File: config.mk
export PLATFORM = sky130hd
export DESIGN_NAME = traffic_phase_scheduler
export DESIGN_NICKNAME = d
export VERILOG_FILES = /design/src/rtl/traffic_phase_scheduler.sv
export SDC_FILE = /design/constraint.sdc
export NUM_CORES = 1
export LEC_CHECK = 0
export CAP_MARGIN = 0
export CORE_UTILIZATION = 25
export DETAILED_ROUTE_END_ITERATION = 16
export PLACE_DENSITY = 0.5
export SLEW_MARGIN = 20
export SYNTH_ARGS = -nofsm -noshare
export SYNTH_HDL_FRONTEND = slang
export SYNTH_SLANG_ARGS = --single-unit
File: constraint.sdc
create_clock -name clk -period 2.77 [get_ports clk]
set_input_delay 0.831 -clock clk [delete_from_list [all_inputs] [get_ports clk]]
set_output_delay 0.831 -clock clk [all_outputs]
set_load 0.02 [all_outputs]
File: src/rtl/traffic_phase_scheduler.sv
// -----------------------------------------------------------------------------
// traffic_phase_scheduler
//
// Purpose:
//   Phase scheduler for a two-road intersection with a pedestrian crossing.
//   Arbitrates main-road, side-road and pedestrian requests and sequences the
//   light phases. Each phase dwell is counted in whole seconds derived from an
//   internal prescaler. The prescaler and the seconds counter restart on every
//   phase change, so a dwell of N seconds lasts exactly N*CLK_FREQ cycles.
//
// Optional feature:
//   NIGHT_FLASH_EN - when defined, the `night` input forces the controller
//   out of MAIN_GREEN into a flashing-yellow NIGHT phase. When undefined,
//   `night` is ignored and NIGHT can never be reached.
//
// Parameters:
//   CLK_FREQ     clock cycles per second
//   GREEN_MIN_S  minimum green dwell, both roads (s)
//   GREEN_MAX_S  maximum side-road green dwell (s)
//   YELLOW_S     yellow dwell (s)
//   ALL_RED_S    all-red clearance dwell (s)
//   PED_WALK_S   pedestrian walk dwell (s)
//
// Ports:
//   clk          system clock
//   rst          synchronous reset, active-high
//   side_req     side-road vehicle sensor (level)
//   ped_req      pedestrian button (any-length pulse)
//   night        night-mode request (level, NIGHT_FLASH_EN only)
//   main_rgy     main-road lamps {red, yellow, green}
//   side_rgy     side-road lamps {red, yellow, green}
//   ped_walk     pedestrian walk lamp
//   phase        current state code
//   ped_pending  pedestrian request latched and not yet served
// -----------------------------------------------------------------------------
module traffic_phase_scheduler #(
    parameter int unsigned CLK_FREQ    = 1_000_000,
    parameter int unsigned GREEN_MIN_S = 5,
    parameter int unsigned GREEN_MAX_S = 20,
    parameter int unsigned YELLOW_S    = 3,
    parameter int unsigned ALL_RED_S   = 1,
    parameter int unsigned PED_WALK_S  = 8
) (
    input  logic       clk,
    input  logic       rst,
    input  logic       side_req,
    input  logic       ped_req,
    input  logic       night,
    output logic [2:0] main_rgy,
    output logic [2:0] side_rgy,
    output logic       ped_walk,
    output logic [2:0] phase,
    output logic       ped_pending
);

    typedef enum logic [2:0] {
        ST_ALL_RED     = 3'd0,
        ST_MAIN_GREEN  = 3'd1,
        ST_MAIN_YELLOW = 3'd2,
        ST_SIDE_GREEN  = 3'd3,
        ST_SIDE_YELLOW = 3'd4,
        ST_PED_WALK    = 3'd5,
        ST_NIGHT       = 3'd6
    } state_t;

    // A one-cycle-per-second build still needs a 1-bit prescaler.
    localparam int unsigned PW = (CLK_FREQ > 1) ? $clog2(CLK_FREQ) : 1;

    localparam logic [PW-1:0] PRESC_LAST   = PW'(CLK_FREQ - 1);
    localparam logic [7:0]    SEC_MAX      = 8'd255;
    localparam logic [7:0]    ALL_RED_LAST = 8'(ALL_RED_S - 1);
    localparam logic [7:0]    YELLOW_LAST  = 8'(YELLOW_S - 1);
    localparam logic [7:0]    WALK_LAST    = 8'(PED_WALK_S - 1);
    // Green limits are compared against sec+1, which needs 9 bits at 255.
    localparam logic [8:0]    GMIN_W       = 9'(GREEN_MIN_S);
    localparam logic [8:0]    GMAX_W       = 9'(GREEN_MAX_S);

    localparam logic [2:0]    LAMP_R       = 3'b100;
    localparam logic [2:0]    LAMP_Y       = 3'b010;
    localparam logic [2:0]    LAMP_G       = 3'b001;

    // Lamp decode {main_rgy, side_rgy, ped_walk} for a given state.
    function automatic logic [6:0] lamp_decode(input state_t s, input logic blink);
        logic [6:0] l;
        case (s)
            ST_ALL_RED:     l = {LAMP_R, LAMP_R, 1'b0};
            ST_MAIN_GREEN:  l = {LAMP_G, LAMP_R, 1'b0};
            ST_MAIN_YELLOW: l = {LAMP_Y, LAMP_R, 1'b0};
            ST_SIDE_GREEN:  l = {LAMP_R, LAMP_G, 1'b0};
            ST_SIDE_YELLOW: l = {LAMP_R, LAMP_Y, 1'b0};
            ST_PED_WALK:    l = {LAMP_R, LAMP_R, 1'b1};
            ST_NIGHT:       l = {1'b0, blink, 1'b0, 1'b0, blink, 1'b0, 1'b0};
            default:        l = {LAMP_R, LAMP_R, 1'b0};
        endcase
        return l;
    endfunction

    state_t        state_q, state_d;
    state_t        nxt_q, nxt_d;
    logic [PW-1:0] presc_q, presc_d;
    logic [7:0]    sec_q, sec_d;
    logic          side_pend_q, side_pend_d;
    logic          ped_pend_q, ped_pend_d;
    logic          blink_q, blink_d;
    logic [2:0]    main_rgy_q, main_rgy_d;
    logic [2:0]    side_rgy_q, side_rgy_d;
    logic          ped_walk_q, ped_walk_d;

    logic          tick_s;
    logic [8:0]    sec_inc_s;
    logic          change_s;
    logic          night_go_s;
    logic          night_route_s;

`ifdef NIGHT_FLASH_EN
    // Night request is honoured; a pending NIGHT target survives MAIN_YELLOW.
    assign night_go_s    = night;
    assign night_route_s = (nxt_q == ST_NIGHT);
`else
    logic night_unused_s;
    assign night_unused_s = night;
    assign night_go_s     = 1'b0;
    assign night_route_s  = 1'b0;
`endif

    assign tick_s    = (presc_q == PRESC_LAST);
    assign sec_inc_s = {1'b0, sec_q} + 9'd1;

    // Next-state and follow-on phase selection.
    always_comb begin
        state_d = state_q;
        nxt_d   = nxt_q;
        case (state_q)
            ST_ALL_RED: begin
                if (tick_s && (sec_q == ALL_RED_LAST)) begin
                    state_d = nxt_q;
                end else begin
                    state_d = ST_ALL_RED;
                end
            end
            ST_MAIN_GREEN: begin
                // Night mode skips the minimum-green requirement.
                if (night_go_s) begin
                    state_d = ST_MAIN_YELLOW;
                    nxt_d   = ST_NIGHT;
                end else if (tick_s && (sec_inc_s >= GMIN_W) && (side_pend_q || ped_pend_q)) begin
                    state_d = ST_MAIN_YELLOW;
                end else begin
                    state_d = ST_MAIN_GREEN;
                end
            end
            ST_MAIN_YELLOW: begin
                if (tick_s && (sec_q == YELLOW_LAST)) begin
                    state_d = ST_ALL_RED;
                    if (night_route_s) begin
                        nxt_d = ST_NIGHT;
                    end else if (side_pend_q) begin
                        nxt_d = ST_SIDE_GREEN;
                    end else begin
                        nxt_d = ST_PED_WALK;
                    end
                end else begin
                    state_d = ST_MAIN_YELLOW;
                end
            end
            ST_SIDE_GREEN: begin
                // Max-out wins regardless of the sensor; otherwise release once
                // the road is empty and minimum green has been served.
                if (tick_s && ((sec_inc_s == GMAX_W) ||
                               ((sec_inc_s >= GMIN_W) && !side_req))) begin
                    state_d = ST_SIDE_YELLOW;
                end else begin
                    state_d = ST_SIDE_GREEN;
                end
            end
            ST_SIDE_YELLOW: begin
                if (tick_s && (sec_q == YELLOW_LAST)) begin
                    state_d = ST_ALL_RED;
                    if (ped_pend_q) begin
                        nxt_d = ST_PED_WALK;
                    end else begin
                        nxt_d = ST_MAIN_GREEN;
                    end
                end else begin
                    state_d = ST_SIDE_YELLOW;
                end
            end
            ST_PED_WALK: begin
                if (tick_s && (sec_q == WALK_LAST)) begin
                    state_d = ST_ALL_RED;
                    nxt_d   = ST_MAIN_GREEN;
                end else begin
                    state_d = ST_PED_WALK;
                end
            end
            ST_NIGHT: begin
                if (!night_go_s) begin
                    state_d = ST_ALL_RED;
                    nxt_d   = ST_MAIN_GREEN;
                end else begin
                    state_d = ST_NIGHT;
                end
            end
            default: begin
                // Illegal code: fall back to the safe all-red phase.
                state_d = ST_ALL_RED;
                nxt_d   = ST_MAIN_GREEN;
            end
        endcase
    end

    // Prescaler, seconds counter and night blink flag; all restart on a phase change.
    always_comb begin
        change_s = (state_d != state_q);
        presc_d  = presc_q;
        sec_d    = sec_q;
        blink_d  = blink_q;
        if (change_s) begin
            presc_d = '0;
            sec_d   = 8'd0;
        end else if (tick_s) begin
            presc_d = '0;
            if (sec_q != SEC_MAX) begin
                sec_d = sec_q + 8'd1;
            end else begin
                sec_d = sec_q;
            end
        end else begin
            presc_d = presc_q + PW'(1);
        end
        if (change_s && (state_d == ST_NIGHT)) begin
            blink_d = 1'b1;
        end else if ((state_q == ST_NIGHT) && tick_s) begin
            blink_d = ~blink_q;
        end else begin
            blink_d = blink_q;
        end
    end

    // Request latches: clearing on entry to the serving phase beats a same-cycle set.
    always_comb begin
        side_pend_d = side_pend_q;
        ped_pend_d  = ped_pend_q;
        if ((state_d == ST_SIDE_GREEN) && (state_q != ST_SIDE_GREEN)) begin
            side_pend_d = 1'b0;
        end else if (side_req && (state_q != ST_SIDE_GREEN)) begin
            side_pend_d = 1'b1;
        end else begin
            side_pend_d = side_pend_q;
        end
        if ((state_d == ST_PED_WALK) && (state_q != ST_PED_WALK)) begin
            ped_pend_d = 1'b0;
        end else if (ped_req && (state_q != ST_PED_WALK)) begin
            ped_pend_d = 1'b1;
        end else begin
            ped_pend_d = ped_pend_q;
        end
    end

    // Lamp outputs decoded from the next state so the registered lamps track state_q.
    always_comb begin
        {main_rgy_d, side_rgy_d, ped_walk_d} = lamp_decode(state_d, blink_d);
    end

    // State, timers, latches and registered lamp outputs.
    always_ff @(posedge clk) begin
        if (rst) begin
            state_q     <= ST_ALL_RED;
            nxt_q       <= ST_MAIN_GREEN;
            presc_q     <= '0;
            sec_q       <= 8'd0;
            side_pend_q <= 1'b0;
            ped_pend_q  <= 1'b0;
            blink_q     <= 1'b0;
            main_rgy_q  <= LAMP_R;
            side_rgy_q  <= LAMP_R;
            ped_walk_q  <= 1'b0;
        end else begin
            state_q     <= state_d;
            nxt_q       <= nxt_d;
            presc_q     <= presc_d;
            sec_q       <= sec_d;
            side_pend_q <= side_pend_d;
            ped_pend_q  <= ped_pend_d;
            blink_q     <= blink_d;
            main_rgy_q  <= main_rgy_d;
            side_rgy_q  <= side_rgy_d;
            ped_walk_q  <= ped_walk_d;
        end
    end

    assign main_rgy    = main_rgy_q;
    assign side_rgy    = side_rgy_q;
    assign ped_walk    = ped_walk_q;
    assign phase       = state_q;
    assign ped_pending = ped_pend_q;

endmodule

### After elaboration in Yosys (flattened, before gate mapping)

Index checks and enable logic that the tools add are counted.

| operators by class | value |
|---|---|
| add/subtract/negate cells | 3 |
| reduce and logical (&&, ||, !) cells | 25 |
| shift operators | 0 |
| divide/modulo/power cells | 0 |
| muxes and demuxes | 16 |
| order comparisons | 1 |
| $mul | 0 |
| bitwise operators | 2 |
| equal/unequal tests | 23 |

Operator list:

| operator | count |
|---|---|
| $pmux W7 S6 | 1 |
| $mux W3 | 9 |
| $add A20 B1 Y20 const B | 1 |
| $eq A20 B20 Y1 const B | 1 |
| $eq A3 B3 Y1 const B | 6 |
| $pmux W3 S6 | 1 |
| $logic_and A1 B1 Y1 | 13 |
| $eq A3 B2 Y1 const B | 4 |
| $pmux W3 S4 | 1 |
| $add A8 B1 Y9 const B | 1 |
| $eq A9 B5 Y1 const B | 1 |
| $ge A9 B3 Y1 const B | 1 |
| $add A8 B1 Y8 const B | 1 |
| $eq A8 B2 Y1 const B | 1 |
| $eq A8 B3 Y1 const B | 1 |
| $logic_not A8 Y1 | 1 |
| $ne A8 B8 Y1 const B | 1 |
| $eq A3 B1 Y1 const B | 2 |
| $ne A2 B2 Y1 const B | 3 |
| $reduce_or A2 Y1 | 3 |
| $reduce_or A3 Y1 | 2 |
| $mux W2 | 2 |
| $reduce_and A4 Y1 | 1 |
| $logic_not A3 Y1 | 1 |
| 8 further kinds | 11 |

| word-level totals | value |
|---|---|
| register bits after elaboration | 44 |
| bits in writable memories | 0 |
| latch bits | 0 |
| logic and storage cells | 80 |
| memories kept | 0 |
| bits in read-only memories | 0 |

### Logic depth before layout (Yosys ltp)

| logic depth | value |
|---|---|
| depth in word-level cells | 11 |
| depth in mapped cells | 10 |
| mapped depth without buffers | 9 |

### Worst setup path before layout

No wires, ideal clock.

| path | value |
|---|---|
| path type | register -> register |
| start point | reg sec_q[0] |
| end point | reg main_rgy_q[2], in the netlist main_rgy[2] |
| path buffers | 0 |
| stages on the path, launching flop included | 10 |
| arrival | 2.399 ns |
| required time | 2.650 ns |
| library setup time | 0.120 ns |
| period minus slack after synthesis | 2.519 ns |
| setup slack | 0.251 ns |
| cells stage by stage | dfxtp_1 > inv_1 > ha_1 > or3b_1 > a221o_1 > o31ai_1 > a21oi_1 > nor3_1 > nand4_1 > a211o_1 |

| on the way | value |
|---|---|
| cells in the longest elaborated chain, start to end | 9 |
| elaborated cells between the ends (all ways) | 28 |
| those cells by class | add/sub (1); order compare (1); eq/ne (9); mux (8); reduce/logical (9) |

RTL lines:

| what | RTL line | RTL |
|---|---|---|
| from (decl) | 101 | `logic [7:0] sec_q, sec_d;` |
| from (signal assigned) | 271 | `sec_q <= 8'd0;` |
| from (signal assigned) | 282 | `sec_q <= sec_d;` |
| $add A8 B1 Y9 (*) | 127 | `assign sec_inc_s = {1'b0, sec_q} + 9'd1;` |
| named net sec_inc_s[0] | 110 | `logic [8:0] sec_inc_s;` |
| $ge A9 B3 Y1 | 146, 170 |  |
| $logic_and A1 B1 Y1 | 170 | `((sec_inc_s >= GMIN_W) && !side_req))) begin` |
| $logic_or A1 B1 Y1 | 169 | `if (tick_s && ((sec_inc_s == GMAX_W) \|\|` |
| $logic_and A1 B1 Y1 | 169 |  |
| $mux W3 | 169 |  |
| $pmux W3 S6 (*) | 133 | `case (state_q)` |
| $eq A3 B3 Y1, or another cell as far along | 85 | `case (s)` |
| $pmux W7 S6 (*) | 85 |  |
| to (signal assigned) | 286 | `main_rgy_q <= main_rgy_d;` |
| to (decl) | 105 | `logic [2:0] main_rgy_q, main_rgy_d;` |

Mark *: on every way through the listed nets, which the timed path passes. The rest lies on a longest branch.
A chain may end at the register's enable or synchronous reset.

### Worst setup path in the final report

| path | value |
|---|---|
| start point | reg sec_q[0] |
| end point | reg sec_q[0] |

| on the way | value |
|---|---|
| cells in the longest elaborated chain, start to end | 9 |
| elaborated cells between the ends (all ways) | 26 |
| those cells by class | add/sub (2); order compare (1); eq/ne (5); mux (7); reduce/logical (11) |

RTL lines:

| what | RTL line | RTL |
|---|---|---|
| $add A8 B1 Y9 (*) | 127 |  |
| named net sec_inc_s[0] | 110 |  |
| $ge A9 B3 Y1 | 146, 170 |  |
| $logic_and A1 B1 Y1 | 170 |  |
| $logic_or A1 B1 Y1 | 169 |  |
| $logic_and A1 B1 Y1 | 169 |  |
| $mux W3 | 169 |  |
| $pmux W3 S6 (*) | 133 |  |
| $ne A3 B3 Y1 (*) | 214 | `change_s = (state_d != state_q);` |
| $reduce_or A2 Y1 (no source line) (*) | n/a |  |

Marked as above.

==> results.sh <==
export IMPL_path_max_fanout=8
export IMPL_die_area_um2=9670
export IMPL_status="completed"
export IMPL_drc=0
export IMPL_synth_flop_cell="dfxtp_1"
export IMPL_timing_rr_end="sec_q[0]"
export IMPL_swShare_pct=27.0
export IMPL_setup_viol=0
export IMPL_hold_slack_ps=488
export IMPL_antenna_found_initial=0
export IMPL_drt_total_wl_um=5270
export IMPL_holdCritStartpoint="presc_q[0]"
export IMPL_dp_hpwl_um=3900
export IMPL_diodes=0
export IMPL_slew_viol_final=0
export IMPL_numClockSinks=42
export IMPL_grt_pass1_wl_um=9210
export IMPL_async_reset_ff_share_pct=0
export IMPL_timing_final_ws_setup_ps=179
export IMPL_startpoint_type="register"
export IMPL_hold_depth=1
export IMPL_finalSetupTns_ps=0
export IMPL_drtAntennaViolNets=0
export IMPL_place_congestion=0.764
export IMPL_syn_area_um2=2320
export IMPL_wl_per_cell_um=12.6
export IMPL_timing_fmax_mhz=386
export IMPL_critPathCaptureType="register"
export IMPL_cts_hold_buf=0
export IMPL_cts_tree="built"
export IMPL_port_buffers=14
export IMPL_clockBufferDepth=2
export IMPL_cp_startpoint="sec_q[0]"
export IMPL_rrSetupSlack_ps=180
export IMPL_skew_ps=5.22
export IMPL_synth_cell_type_count=58
export IMPL_vias=1967
export IMPL_power_frac_seq_pct=52.9
export IMPL_synth_edff_count=0
export IMPL_insertion_delay_ps=300
export IMPL_tightest_slew_ps=429
export IMPL_syn_area_per_cell_um2=8.56
export IMPL_syn_inst=271
export IMPL_grt_overflow_total=0
export IMPL_path_class="register to register"
export IMPL_relSlewSlack_pct=71.3
export IMPL_syn2layout_area_growth_pct=23.3
export IMPL_finalHoldViolations=0
export IMPL_synth_seq_cells=42
export IMPL_clock_power_share_pct=33.5
export IMPL_die_h_um=98.4
export IMPL_rsz0062_at_grt="false"
export IMPL_drive_above_1_share_pct=19.0
export IMPL_synth_warnings=0
export IMPL_worstPathRequired_ps=2980
export IMPL_p_sw_uw=324
export IMPL_num_io_pins=16
export IMPL_num_nets_final=320
export IMPL_grt_use_total_pct=11.9
export IMPL_cts_htree_levels=2
export IMPL_std_cell_rows=34
export IMPL_mostFrequentLayoutCell="nor2_1"
export IMPL_grt_max_degree=17
export IMPL_internal_power_uw=874
export IMPL_hold_end="presc_q[0]"
export IMPL_layout_common_cells="nor2_1 (46), dfxtp_1 (40), buf_4 (27)"
export IMPL_finalPower_uw=1200
export IMPL_crit_arrival_ps=2800
export IMPL_peakVddDrop_mv=0.195
export IMPL_min_period_over_period_pct=93.5
export IMPL_reg2reg_from="sec_q[0]"
export IMPL_drt_first_pass_iters=6
export IMPL_cts_made_buffers=5
export IMPL_p_comb_share_pct=13.6
export IMPL_post_route_min_period_ps=2590
export IMPL_fp_coreArea_um2=8850
export IMPL_leakage_uw=0.00104
export IMPL_pre_cts_ws_ps=78.2
export IMPL_worst_r2r_cell_count=11
export IMPL_fp_dieW_um=98.4
export IMPL_drt_initial_drc_count=52
export IMPL_hp_class="register to register"
export IMPL_synth_seq_area_share_pct=36.2
export IMPL_root_buffer="clkbuf_8"
export IMPL_p_per_area_nw_per_um2=418
export IMPL_cap_violations=0
export IMPL_initial_utilization_pct=26.2
export IMPL_post_drt_via_cell_ratio=4.69
export IMPL_syn_nets=281
export IMPL_first_global_vias=1923
export IMPL_clkTransAtPathRegs_ps=80
worst max-delay path by stage:
stage	endpoint	slack (ps)	depth (start not counted)
3_5_place_dp	sec_q[0]	80	9
5_1_grt	main_rgy[2]	10	7
4_1_cts	sec_q[0]	30	9
6_report	sec_q[0]	180	11
3_3_place_gp	sec_q[0]	90	9
2_1_floorplan	main_rgy[2]	250	9
final cells by class:
class	instances	area (um2)
inverter	5	18.8
clock inverter	2	13.8
fill	929	5990
sequential	42	843
multi-input combinational	214	1420
clock buffer	6	72.6
timing repair buffer	42	363
tap	108	135
cells in the mapped netlist (4+ instances only):
library cell | number | share of area (%)
ha_1 | 5 | 2.7
dfxtp_1 | 42 | 36
nor3_1 | 10 | 2.2
o21ai_0 | 4 | 0.86
nand4_1 | 8 | 2.2
nor4_1 | 8 | 2.2
and2_1 | 5 | 1.3
clkbuf_1 | 4 | 0.65
xor2_1 | 13 | 4.9
and3_1 | 8 | 2.2
nor2_1 | 46 | 7.4
a21oi_1 | 8 | 1.7
nor2b_1 | 4 | 1.1
xnor2_1 | 12 | 4.5
inv_1 | 5 | 0.81
nand2_1 | 20 | 3.2
nand3_1 | 11 | 2.4
mux2i_1 | 4 | 1.7
per-stage QoR:
step | area [um2] | cells | util (%)
2_1_floorplan | 2320 | 271 | -
3_3_place_gp | 2740 | 409 | 31.0
3_5_place_dp | 2740 | 409 | 31.0
4_1_cts | 2830 | 417 | 31.9
5_1_grt | 2860 | 419 | 32.4
6_report | 2860 | 419 | 32.4
metal layers:
layer / GRT usage [%] / part of all wire, % / wire length [um] / up-vias
met5: 0 / 0 / 0 / -
met4: 3.79 / 1.2 / 65 / 0
met3: 2.65 / 2.3 / 122 / 7
met2: 18.7 / 44 / 2330 / 16
met1: 16.0 / 52 / 2750 / 909
li1: - / - / - / 1035
flip-flops by register name, indices dropped and copies added, names as in the netlist:
register / flops
main_rgy: 3
nxt_q: 2
ped_pending: 1
ped_walk: 1
phase: 3
presc_q: 20
sec_q: 8
side_pend_q: 1
side_rgy: 3
worst max-delay path, cell delays in order, from the launching register on:
cell and delay, ps:
dfxtp_2 350, inv_1 50, ha_1 300, or3b_1 370
a221o_1 340, o31ai_2 90, buf_4 180, nand4_1 90
or4b_4 280, nor3_4 60, buf_12 150, nor4_2 230
cells by family (layout without fill, tap and decap cells):
| kind of cell | after synthesis | after routing | share of synthesized area, % |
|---|---|---|---|
| AND/OR/NAND/NOR | 150 | 150 | 36.4 |
| flip-flops | 42 | 42 | 36.2 |
| AO/OA/AOI/OAI | 30 | 30 | 9.87 |
| XOR/XNOR | 25 | 25 | 9.43 |
| buffers and inverters | 15 | 55 | 3.61 |
| adder cells (fa/ha/maj) | 5 | 5 | 2.70 |
| multiplexers | 4 | 4 | 1.73 |
power by group through the flow:
stage / clock network, uW / logic, uW / registers (uW)
CTS: 416 / 155 / 635
global route: 445 / 175 / 637
global placement: 0 / 157 / 648
floorplan: 0 / 91.0 / 656
finish: 401 / 163 / 634
detailed placement: 0 / 155 / 648
timing repair:
action / 4_1_cts / 5_1_grt
resized for setup: 0 / 6
endpoints found under the setup margin: 0 / 12
setup buffers: 0 / 2
Power figures use the tool's default switching activity.
